### src/rtl/mmio_tx_buffer.sv
// mmio_tx_buffer: captures stores to one MMIO word address, queues the low byte, and
// sends queued bytes as 8N1 UART frames (LSB first, line idle high).
// Latency: start bit begins one cycle after the capturing edge; frame is 10*CLKS_PER_BIT cycles.
// Backpressure: none toward the datapath; a store that arrives while full is dropped and counted.
// Optional: define MMIO_TX_PARITY_EN to add an even-parity bit between data and stop (11*CLKS_PER_BIT).
// Ports: clock, clear (async, active-high); memwrite/dataadr/writedata from the datapath store port;
//        tx/busy serial side; fifo_count/full/overflow_count status.
module mmio_tx_buffer #(
    parameter logic [31:0] MMIO_ADDR    = 32'hFFFF_0000,
    parameter int          DEPTH        = 8,
    parameter int          CLKS_PER_BIT = 4
) (
    input  logic                   clock,
    input  logic                   clear,
    input  logic                   memwrite,
    input  logic [31:0]            dataadr,
    input  logic [31:0]            writedata,
    output logic                   tx,
    output logic                   busy,
    output logic [$clog2(DEPTH):0] fifo_count,
    output logic                   full,
    output logic [7:0]             overflow_count
);
    localparam int AW = $clog2(DEPTH);
    localparam int CW = (CLKS_PER_BIT > 1) ? $clog2(CLKS_PER_BIT) : 1;
    localparam logic [CW-1:0] CYC_LAST = CW'(CLKS_PER_BIT - 1);

    typedef enum logic [2:0] {IDLE, START, DATA, PARITY, STOP} state_t;

    state_t        state, state_n;
    logic [7:0]    mem [DEPTH];
    logic [AW-1:0] wr_ptr, rd_ptr;
    logic [CW-1:0] cyc_cnt, cyc_n;
    logic [2:0]    bit_cnt, bit_n;
    logic [7:0]    shift_q, shift_n;
    logic          tx_n, pop, push_req, push, cyc_last;
`ifdef MMIO_TX_PARITY_EN
    logic          par_q, par_n;
`endif

    // Only the low byte of the store is queued.
    logic unused_wdata;
    assign unused_wdata = ^writedata[31:8];

    assign push_req = memwrite && (dataadr == MMIO_ADDR);
    // full is the pre-edge occupancy, so a push while full is dropped even if a pop frees a slot.
    assign full     = (fifo_count == (AW+1)'(DEPTH));
    assign push     = push_req && !full;
    assign busy     = (state != IDLE);
    assign cyc_last = (cyc_cnt == CYC_LAST);

    always_comb begin
        state_n = state;
        cyc_n   = cyc_cnt;
        bit_n   = bit_cnt;
        shift_n = shift_q;
        pop     = 1'b0;
`ifdef MMIO_TX_PARITY_EN
        par_n   = par_q;
`endif
        case (state)
            IDLE: begin
                // Pop uses the registered count, so a byte captured on this edge waits one cycle.
                if (fifo_count != '0) begin
                    pop     = 1'b1;
                    shift_n = mem[rd_ptr];
`ifdef MMIO_TX_PARITY_EN
                    par_n   = ^mem[rd_ptr];
`endif
                    cyc_n   = '0;
                    state_n = START;
                end
            end
            START: begin
                if (cyc_last) begin
                    cyc_n   = '0;
                    bit_n   = '0;
                    state_n = DATA;
                end else begin
                    cyc_n = cyc_cnt + 1'b1;
                end
            end
            DATA: begin
                if (cyc_last) begin
                    cyc_n   = '0;
                    shift_n = {1'b0, shift_q[7:1]};
                    bit_n   = bit_cnt + 3'd1;
                    if (bit_cnt == 3'd7) begin
`ifdef MMIO_TX_PARITY_EN
                        state_n = PARITY;
`else
                        state_n = STOP;
`endif
                    end
                end else begin
                    cyc_n = cyc_cnt + 1'b1;
                end
            end
`ifdef MMIO_TX_PARITY_EN
            PARITY: begin
                if (cyc_last) begin
                    cyc_n   = '0;
                    state_n = STOP;
                end else begin
                    cyc_n = cyc_cnt + 1'b1;
                end
            end
`endif
            STOP: begin
                if (cyc_last) begin
                    cyc_n   = '0;
                    state_n = IDLE;
                end else begin
                    cyc_n = cyc_cnt + 1'b1;
                end
            end
            default: begin
                cyc_n   = '0;
                state_n = IDLE;
            end
        endcase

        // tx is computed from the next state so the line flop lines up with the state flop.
        tx_n = 1'b1;
        case (state_n)
            START:   tx_n = 1'b0;
            DATA:    tx_n = shift_n[0];
`ifdef MMIO_TX_PARITY_EN
            PARITY:  tx_n = par_n;
`endif
            default: tx_n = 1'b1;
        endcase
    end

    always_ff @(posedge clock or posedge clear) begin
        if (clear) begin
            state          <= IDLE;
            cyc_cnt        <= '0;
            bit_cnt        <= '0;
            shift_q        <= '0;
            tx             <= 1'b1;
            wr_ptr         <= '0;
            rd_ptr         <= '0;
            fifo_count     <= '0;
            overflow_count <= '0;
`ifdef MMIO_TX_PARITY_EN
            par_q          <= 1'b0;
`endif
        end else begin
            state   <= state_n;
            cyc_cnt <= cyc_n;
            bit_cnt <= bit_n;
            shift_q <= shift_n;
            tx      <= tx_n;
`ifdef MMIO_TX_PARITY_EN
            par_q   <= par_n;
`endif
            if (push) wr_ptr <= wr_ptr + 1'b1;
            if (pop)  rd_ptr <= rd_ptr + 1'b1;
            case ({push, pop})
                2'b10:   fifo_count <= fifo_count + 1'b1;
                2'b01:   fifo_count <= fifo_count - 1'b1;
                default: fifo_count <= fifo_count;
            endcase
            if (push_req && full && (overflow_count != 8'hFF))
                overflow_count <= overflow_count + 8'd1;
        end
    end

    // Storage needs no reset; only entries between the pointers are ever read.
    always_ff @(posedge clock) begin
        if (push) mem[wr_ptr] <= writedata[7:0];
    end

endmodule

### config.mk
export PLATFORM = sky130hd
export DESIGN_NAME = mmio_tx_buffer
export DESIGN_NICKNAME = d
export VERILOG_FILES = /design/src/rtl/mmio_tx_buffer.sv
export SDC_FILE = /design/constraint.sdc
export NUM_CORES = 1
export LEC_CHECK = 0
export CAP_MARGIN = 20
export CORE_UTILIZATION = 40
export CTS_BUF_LIST = sky130_fd_sc_hd__clkbuf_2 sky130_fd_sc_hd__clkbuf_4 sky130_fd_sc_hd__clkbuf_8
export CTS_CLUSTER_DIAMETER = 80
export DETAILED_ROUTE_END_ITERATION = 8
export HOLD_SLACK_MARGIN = 0.06
export PLACE_DENSITY = 0.7
export SETUP_SLACK_MARGIN = 0.15
export SYNTH_ARGS = -nofsm -noshare
export SYNTH_HDL_FRONTEND = slang
export SYNTH_SLANG_ARGS = --single-unit
### constraint.sdc
create_clock -name clock -period 7.3 [get_ports clock]
set_clock_uncertainty 0.15 [all_clocks]
set_input_delay 1.46 -clock clock [delete_from_list [all_inputs] [get_ports clock]]
set_output_delay 1.46 -clock clock [all_outputs]
set_load 0.02 [all_outputs]
==> impl_metrics.env, run 1 <==
export IMPL_syn_instance_count=297
export IMPL_rows=37
export IMPL_switching_share_pct=20.3
export IMPL_die_height_um=106
export IMPL_htreeDepth=3
export IMPL_wl_um=7930
export IMPL_syn2layout_area_growth_pct=21.1
export IMPL_p_leak_nw=1.94
export IMPL_drtAntennaViolNets=0
export IMPL_place_congestion=0.744
export IMPL_gr_total_overflow=0
export IMPL_hold_class="reg -> reg"
export IMPL_grt_pass1_vias=2646
export IMPL_layout_common_cells="edfxtp_1 (64), clkdlybuf4s50_1 (57), dfrtp_1 (34)"
export IMPL_critPathBufInv=1
export IMPL_vias=2639
export IMPL_clock_latency_ps=360
export IMPL_cpPeakStageDelay_ps=680
export IMPL_cpMaxStageDelayCell="or4_1"
export IMPL_path_clk_slew_ps=90
export IMPL_netlist_area_um2=4320
export IMPL_clockRootBuffer="clkbuf_8"
export IMPL_maxCapViolCount=0
export IMPL_start_kind="input pin"
export IMPL_hold_buffers=0
export IMPL_relSlewSlack_pct=37.8
export IMPL_antenna_found_initial=0
export IMPL_fp_dieW_um=106
export IMPL_final_common_cell="edfxtp_1"
export IMPL_routedWlPerCell_um=15.9
export IMPL_comb_power_share_pct=4.8
export IMPL_synthesis_nets=373
export IMPL_cts_buffers=9
export IMPL_async_reset_ff_share_pct=35.4
export IMPL_worst_pin_slew_ps=930
export IMPL_outcome="complete, no violations"
export IMPL_p_per_area_nw_per_um2=194
export IMPL_finalHoldViolations=0
export IMPL_synth_seq_cells=99
export IMPL_p_clk_share_pct=33.9
export IMPL_worst_slack_ps=3070
export IMPL_crit_chain="clkdlybuf4s50_1, nor4_2, nand4_1, or4_1, or2_4, nor2_1"
export IMPL_place_inst=483
export IMPL_fin_cells=499
export IMPL_yosysUniqueCellTypes=44
export IMPL_crit_arrival_ps=4070
export IMPL_worst_ep_required_time_ps=7130
export IMPL_grtUsageTotal_pct=15.4
export IMPL_ios=82
export IMPL_worst_setup_path_end_kind="flip-flop"
export IMPL_setup_viol=0
export IMPL_fmax_ghz=0.236
export IMPL_synth_edf_count=64
export IMPL_drc=0
export IMPL_peakVddDrop_mv=0.141
export IMPL_die_area_um2=11200
export IMPL_holdWs_ps=367
export IMPL_nets=434
export IMPL_internal_power_w=0.000807
export IMPL_antenna_cells=0
export IMPL_drv_slew=0
export IMPL_clock_path_buffers=2
export IMPL_cts_repair_resized=0
export IMPL_ys_warn_count=0
export IMPL_grt_max_degree=36
export IMPL_seqPwrFrac_pct=61.4
export IMPL_place_ws_ps=2540
export IMPL_fin_crit_ps=4230
export IMPL_fin_tns_setup_ps=0
export IMPL_hpwl_um=5370
export IMPL_finalCritPeriodShare_pct=58.0
export IMPL_grt_pass1_wl_um=13000
export IMPL_power_switching_w=0.000206
export IMPL_synth_ff_type="edfxtp_1"
export IMPL_vias_per_cell=5.29
export IMPL_post_cts_buffers=0
export IMPL_first_pass_iters=4
export IMPL_cts_sinks=99
export IMPL_crit_fanout=8
export IMPL_critPathKind="in -> reg"
export IMPL_yosysSeqAreaShare_pct=64.8
export IMPL_avgSynthCellArea_um2=14.5
export IMPL_start_util_pct=41.5
export IMPL_core_um2=10400
export IMPL_grt_setup_unrepaired="false"
export IMPL_port_buffers=57
export IMPL_drive_gt1_share_pct=12.7
export IMPL_cts_tree="done"
export IMPL_path_delay_family="simple AND/OR/NAND/NOR gates"
export IMPL_drtIter0Drc=99
==> through the flow <==
stage | utilization [%] | power, W | cell area [um^2]
after CTS | 50.2 | 0.00102 | 5230
after floorplan | - | 0.000648 | 4320
after global placement | 48.4 | 0.000679 | 5040
after global routing | 50.2 | 0.00105 | 5230
final | 50.2 | 0.00101 | 5230
after detailed placement | 48.4 | 0.000682 | 5040
==> Yosys cell counts (all sizes together) (2+ instances only) <==
master	number	area share (%)
mux2	3	0.78
xor2	6	1.2
nor2	19	1.7
nand3b	4	0.70
o21ai	9	1.0
nand2b	3	0.61
mux4	15	7.8
clkinv	2	0.17
nor3b	2	0.35
ha	9	2.6
nand2	33	2.9
nand4	5	0.72
nor4	5	1.4
a31oi	3	0.43
clkbuf	4	0.35
nor3	2	0.35
nor2b	2	0.29
nand3	8	0.93
a221o	6	1.4
mux2i	4	0.93
edfxtp	64	44
and4	3	0.61
and3	3	0.43
dfrtp	34	20
buf	6	0.70
inv	5	0.43
and2	2	0.29
xnor2	11	2.2
a21oi	15	1.7
==> final cells by class <==
class / count / area [um^2]
multi-input cells: 181 / 1450
repair buffers: 60 / 593
clock buffers: 10 / 131
fillers: 887 / 5180
clock inverters: 6 / 62.6
flip-flops and latches: 99 / 2800
inverters: 7 / 26.3
well taps: 136 / 170
==> power groups by stage <==
stage / logic [W] / registers [W] / clock network [W]
5_1_grt: 0.0000530 / 0.000622 / 0.000376
6_report: 0.0000485 / 0.000621 / 0.000343
3_5_place_dp: 0.0000494 / 0.000633 / 0
3_3_place_gp: 0.0000468 / 0.000632 / 0
4_1_cts: 0.0000493 / 0.000621 / 0.000353
2_1_floorplan: 0.0000182 / 0.000630 / 0
==> path summary, 6_finish.rpt <==
path | startpoint | endpoint | slack, ps | cells after the start
max | dataadr[2] | mem[7][7] | 3070 | 6
min | overflow_count[4] | overflow_count[4] | 370 | 1
max reg2reg | fifo_count[1] | fifo_count[2] | 4050 | 11
min reg2reg | overflow_count[4] | overflow_count[4] | 370 | 1
max in group asynchronous | clear | tx | 5320 | 3
min in group asynchronous | clear | overflow_count[5] | 1340 | 3
==> routing by layer <==
metal	GRT usage (%)	vias to the layer above	wire length [um]
met4	7.44	0	191
met2	24.9	77	3800
met3	3.49	14	496
met1	19.5	1300	3440
li1	-	1248	-
met5	0	-	0
==> logic make-up (layout without fill, tap and decap cells) <==
group	count (synthesis)	count (layout)	share of synthesized area (%)
fa+ha+maj	9	9	2.61
compound gates	37	37	5.42
mux	22	22	9.53
simple gates	96	96	12.6
flops	99	99	64.8
buf+inv	17	83	1.65
xor+xnor	17	17	3.45
==> state kept, by name, indices dropped and copies added, names as in the netlist <==
name	flops
mem	64
overflow_count	8
shift_q	8
fifo_count	4
bit_cnt	3
rd_ptr	3
state	3
wr_ptr	3
cyc_cnt	2
tx	1
Note: power is estimated with default switching activity, not from simulation.
==> run 2: changes to the inputs <==
- PLACE_DENSITY: 0.7 -> 0.73
- clock period: 7.3 -> 3.8 ns (I/O delays scaled with it)
==> run 2 against run 1 <==
- final cell count grew 2.0%
- combinational power grew 91%
- clock power rose by 99%
==> impl_metrics.env, run 2 (same netlist as run 1, synthesis figures left out) <==
export IMPL_outcome="complete, no violations"
export IMPL_clockRootBuffer="clkbuf_8"
export IMPL_routedWlPerCell_um=16.1
export IMPL_hold_class="reg -> reg"
export IMPL_port_buffers=57
export IMPL_worst_setup_path_end_kind="flip-flop"
export IMPL_hpwl_um=5630
export IMPL_drive_gt1_share_pct=15.5
export IMPL_syn2layout_area_growth_pct=23.1
export IMPL_die_area_um2=11200
export IMPL_p_per_area_nw_per_um2=370
export IMPL_grtUsageTotal_pct=15.9
export IMPL_clock_path_buffers=2
export IMPL_grt_setup_unrepaired="false"
export IMPL_vias=2687
export IMPL_cpMaxStageDelayCell="or4_1"
export IMPL_design_area_um2=5320
export IMPL_nets=444
export IMPL_crit_fanout=5
export IMPL_largest_reg_flops=64
export IMPL_post_cts_buffers=0
export IMPL_fin_crit_ps=3180
export IMPL_cpPeakStageDelay_ps=530
export IMPL_hold_buffers=0
export IMPL_n_fill_cell=871
export IMPL_clock_latency_ps=360
export IMPL_start_kind="input pin"
export IMPL_regArea_um2=2800
export IMPL_drtAntennaViolNets=0
export IMPL_fin_cells=509
export IMPL_grt_pass1_wl_um=13600
export IMPL_antenna_cells=0
export IMPL_die_height_um=106
export IMPL_finalCritPeriodShare_pct=83.8
export IMPL_cp_common_cell="xor2_1"
export IMPL_fin_tns_setup_ps=0
export IMPL_cts_tree="done"
export IMPL_drtIter0Drc=113
export IMPL_gr_total_overflow=0
export IMPL_rows=37
export IMPL_top_register="mem"
export IMPL_path_clk_slew_ps=100
export IMPL_final_common_cell="edfxtp_1"
export IMPL_maxCapViolCount=0
export IMPL_htreeDepth=3
export IMPL_crit_chain="clkdlybuf4s50_1, nor4_2, nand4_1, or4_1, ha_1, xor2_1, ha_1, a21oi_1, xor2_1, nor2_1, xor2_1"
export IMPL_cp_startpoint="dataadr[1]"
export IMPL_utilization_pct=51.1
export IMPL_cts_buffers=9
export IMPL_cts_sinks=99
export IMPL_setup_viol=0
export IMPL_relSlewSlack_pct=39.9
export IMPL_place_inst=493
export IMPL_start_util_pct=41.5
export IMPL_fmax_ghz=0.314
export IMPL_grt_pass1_vias=2775
export IMPL_critPathKind="in -> reg"
export IMPL_worst_ep_required_time_ps=3900
export IMPL_ios=82
export IMPL_place_congestion=0.751
export IMPL_grt_max_degree=36
export IMPL_antenna_found_initial=0
export IMPL_r2r_start="fifo_count[0]"
export IMPL_p_leak_nw=2.00
export IMPL_layout_common_cells="edfxtp_1 (64), clkdlybuf4s50_1 (57), dfrtp_1 (34)"
export IMPL_cts_repair_resized=0
export IMPL_multiInputGateArea_um2=1450
export IMPL_drv_slew=0
export IMPL_core_um2=10400
export IMPL_peakVddDrop_mv=0.277
export IMPL_finalHoldViolations=0
export IMPL_drc=0
export IMPL_worst_pin_slew_ps=901
export IMPL_wl_um=8210
export IMPL_crit_arrival_ps=3280
export IMPL_vias_per_cell=5.28
export IMPL_min_from="overflow_count[7]"
export IMPL_first_pass_iters=4
export IMPL_place_area_um2=5110
export IMPL_fp_dieW_um=106
export IMPL_top_regs="mem x64, overflow_count x8, shift_q x8"
## run 2: cell types whose count changed in the layout (fill, tap and decap cells not counted)
cell / delta
clkinv_2: +1
clkinv_4: +1
inv_8: +2
clkinv_1: -2
buf_4: +10
inv_6: -2
## run 2: power by group
group | leakage, nW | switching [W] | total [W] | internal [W]
Combinational | 0.840 | 0.0000305 | 0.0000924 | 0.0000620
Sequential | 1.06 | 0.0000184 | 0.00119 | 0.00118
Clock | 0.104 | 0.000362 | 0.000682 | 0.000321
## run 2: per-stage QoR
| stage | power, W | setup slack, ps | hold WS [ps] |
|---|---|---|---|
| floorplan | 0.00125 | 676 | 324 |
| global placement | 0.00130 | 235 | 342 |
| detailed placement | 0.00131 | 209 | 349 |
| CTS | 0.00200 | 587 | 370 |
| global route | 0.00205 | 428 | 387 |
| finish | 0.00197 | 616 | 365 |
## run 2: cell type report
cell class	count	area share (%)
Multi-Input combinational cell	181	27.3
Clock inverter	6	1.39
Sequential cell	99	52.6
Tap cell	136	3.20
Timing Repair Buffer	70	12.6
Inverter	7	0.494
Clock buffer	10	2.47
## run 2: worst max-delay path, delay by kind of cell
family / cells / cell delay [ps]
XOR/XNOR: 3 / 460
AND/OR/NAND/NOR: 4 / 1050
AO/OA/AOI/OAI: 1 / 140
adder cells (fa/ha/maj): 2 / 450
buffers and inverters: 1 / 420
## run 2: path summary, 6_finish.rpt
path / end / slack, ps / cells past startpoint
worst max-delay path: fifo_count[2] / 620 / 11
worst min-delay path: overflow_count[7] / 360 / 1
worst max register to register: fifo_count[2] / 690 / 12
worst min register to register: overflow_count[7] / 360 / 1
max in group asynchronous: tx / 2500 / 3
min in group asynchronous: shift_q[1] / 650 / 3
## run 2: per-layer routing
metal | wire [um] | up-vias | track usage, %
met4 | 68 | 0 | 4.66
met5 | 0 | - | 0
met3 | 603 | 8 | 4.90
met1 | 3510 | 1332 | 19.8
li1 | - | 1260 | -
met2 | 4030 | 87 | 26.7
==> run 3: changes to the inputs <==
- PLACE_DENSITY: 0.73 -> 0.7
- clock period: 3.8 -> 3.02 ns (I/O delays scaled with it)
==> run 3 against run 2 <==
- routed wire length grew 0.93%
- largest power group unchanged
- largest cell class unchanged
- final area grew 3.0%
- clock-buffer cell count down 1
- die area unchanged
- critical endpoint unchanged
- final cell count grew 2.0%
- combinational power up 28%
- sequential share of layout area shrank 1.5 points
- worst setup slack worse by 440 ps
==> impl_metrics.env, run 3 (same netlist as run 1, synthesis figures left out) <==
export IMPL_p_per_area_nw_per_um2=458
export IMPL_top_register="mem"
export IMPL_relSlewSlack_pct=42.2
export IMPL_setup_viol=0
export IMPL_place_area_um2=5170
export IMPL_grt_setup_unrepaired="true"
export IMPL_path_clk_slew_ps=100
export IMPL_cts_tree="done"
export IMPL_hpwl_um=5530
export IMPL_wl_um=8290
export IMPL_fin_cells=519
export IMPL_syn2layout_area_growth_pct=26.8
export IMPL_antenna_cells=0
export IMPL_crit_fanout=2
export IMPL_rows=37
export IMPL_worst_setup_path_end_kind="flip-flop"
export IMPL_core_um2=10400
export IMPL_clock_latency_ps=360
export IMPL_cpMaxStageDelayCell="or4_4"
export IMPL_htreeDepth=3
export IMPL_reg2regPathDepth=12
export IMPL_drtAntennaViolNets=0
export IMPL_clockRootBuffer="clkbuf_8"
export IMPL_n_fill_cell=869
export IMPL_vias=2703
export IMPL_crit_arrival_ps=2940
export IMPL_die_height_um=106
export IMPL_layout_common_cells="edfxtp_1 (64), clkdlybuf4s50_1 (46), nand2_1 (33)"
export IMPL_cts_buffers=9
export IMPL_start_util_pct=41.5
export IMPL_vias_per_cell=5.21
export IMPL_top_regs="mem x64, overflow_count x8, shift_q x8"
export IMPL_fmax_ghz=0.351
export IMPL_drtIter0Drc=106
export IMPL_largest_reg_flops=64
export IMPL_holdWs_ps=355
export IMPL_r2r_slack_ps=400
export IMPL_gr_total_overflow=0
export IMPL_worst_ep_required_time_ps=3120
export IMPL_first_pass_iters=4
export IMPL_min_from="overflow_count[7]"
export IMPL_drc=0
export IMPL_place_congestion=0.722
export IMPL_hold_class="reg -> reg"
export IMPL_worst_pin_slew_ps=866
export IMPL_grt_max_degree=36
export IMPL_fin_crit_ps=2850
export IMPL_finalHoldViolations=0
export IMPL_design_area_um2=5480
export IMPL_peakVddDrop_mv=0.309
export IMPL_final_common_cell="edfxtp_1"
export IMPL_ios=82
export IMPL_outcome="complete, no violations"
export IMPL_crit_chain="clkdlybuf4s50_1, and4_1, nand4_1, or4_4, ha_4, xor2_1, ha_2, a21oi_2, xor2_1, nor2_1, xor2_1"
export IMPL_grt_pass1_wl_um=13700
export IMPL_cpPeakStageDelay_ps=560
export IMPL_finalCritPeriodShare_pct=94.2
export IMPL_maxCapViolCount=0
export IMPL_cp_common_cell="xor2_1"
export IMPL_clock_path_buffers=2
export IMPL_critPathKind="in -> reg"
export IMPL_nets=454
export IMPL_cts_sinks=99
export IMPL_port_buffers=57
export IMPL_whs_endpoint="overflow_count[7]"
export IMPL_die_area_um2=11200
export IMPL_whs_path_depth=1
export IMPL_hold_buffers=0
export IMPL_drive_gt1_share_pct=19.8
export IMPL_reg2reg_to="fifo_count[3]"
export IMPL_drv_slew=0
export IMPL_grtUsageTotal_pct=15.9
export IMPL_routedWlPerCell_um=16.0
export IMPL_p_leak_nw=2.16
export IMPL_grt_pass1_vias=2803
export IMPL_start_kind="input pin"
export IMPL_antenna_found_initial=0
export IMPL_place_inst=499
export IMPL_fp_dieW_um=106
export IMPL_r2r_start="fifo_count[2]"
==> run 3: changes by cell type in the layout (fill, tap and decap cells not counted), moves of 2 or more <==
cell | previous run | this run
clkdlybuf4s50_1 | 57 | 46
dlymetal6s2s_1 | 0 | 11
buf_4 | 13 | 23
dfrtp_1 | 34 | 32
dfrtp_2 | 0 | 2
ha_1 | 9 | 7
inv_6 | 0 | 2
==> run 3: power breakdown <==
part           internal, W  total, W  switching, W
Sequential         0.00148   0.00150     0.0000206
Clock             0.000405  0.000891      0.000486
Combinational    0.0000778  0.000118     0.0000399
Total              0.00196   0.00251      0.000546
==> run 3: worst max path at each step <==
stage / end / cells after the start / slack (ps) / from
after floorplan: fifo_count[2] / 11 / 100 / dataadr[1]
after global placement: fifo_count[2] / 11 / -280 / dataadr[4]
after detailed placement: fifo_count[2] / 11 / -300 / dataadr[1]
after CTS: fifo_count[2] / 11 / 150 / dataadr[9]
after global routing: fifo_count[2] / 11 / 70 / dataadr[19]
final: fifo_count[2] / 11 / 170 / dataadr[19]
==> run 3: worst max-delay path, delay by kind of cell <==
kind | cells | cell delay, ps
simple gates | 4 | 950
buf+inv | 1 | 490
xor+xnor | 3 | 420
fa+ha+maj | 2 | 360
compound gates | 1 | 110
==> run 3: cell type report <==
| class | instances | area (um^2) | area share (%) |
|---|---|---|---|
| tap | 136 | 170 | 3.11 |
| clock inverter | 7 | 92.6 | 1.69 |
| multi-input combinational | 181 | 1490 | 27.2 |
| inverter | 7 | 26.3 | 0.480 |
| timing repair buffer | 80 | 771 | 14.1 |
| clock buffer | 9 | 124 | 2.26 |
| sequential | 99 | 2800 | 51.1 |
==> run 3: repair_timing <==
item,CTS,global route
buffers inserted,3,1
pin swaps,5,10
endpoints found under the setup margin,1,36
gates resized for setup,4,15
==> run 3: through the flow <==
step                      TNS [ps]  worst slack [ps]  total power (W)  utilization (%)
after floorplan                  0              96.9          0.00157                -
after CTS                        0               152          0.00254             52.1
final                            0               175          0.00251             52.6
after detailed placement     -9730              -298          0.00165             49.6
after global placement       -8780              -283          0.00164             49.6
after global routing             0              70.9          0.00260             52.6
==> run 3: routing by layer <==
layer / track usage, % / share of wire (%)
met5: 0 / 0
met4: 5.65 / 1.7
met3: 2.82 / 5.2
met2: 27.2 / 48
met1: 20.3 / 45
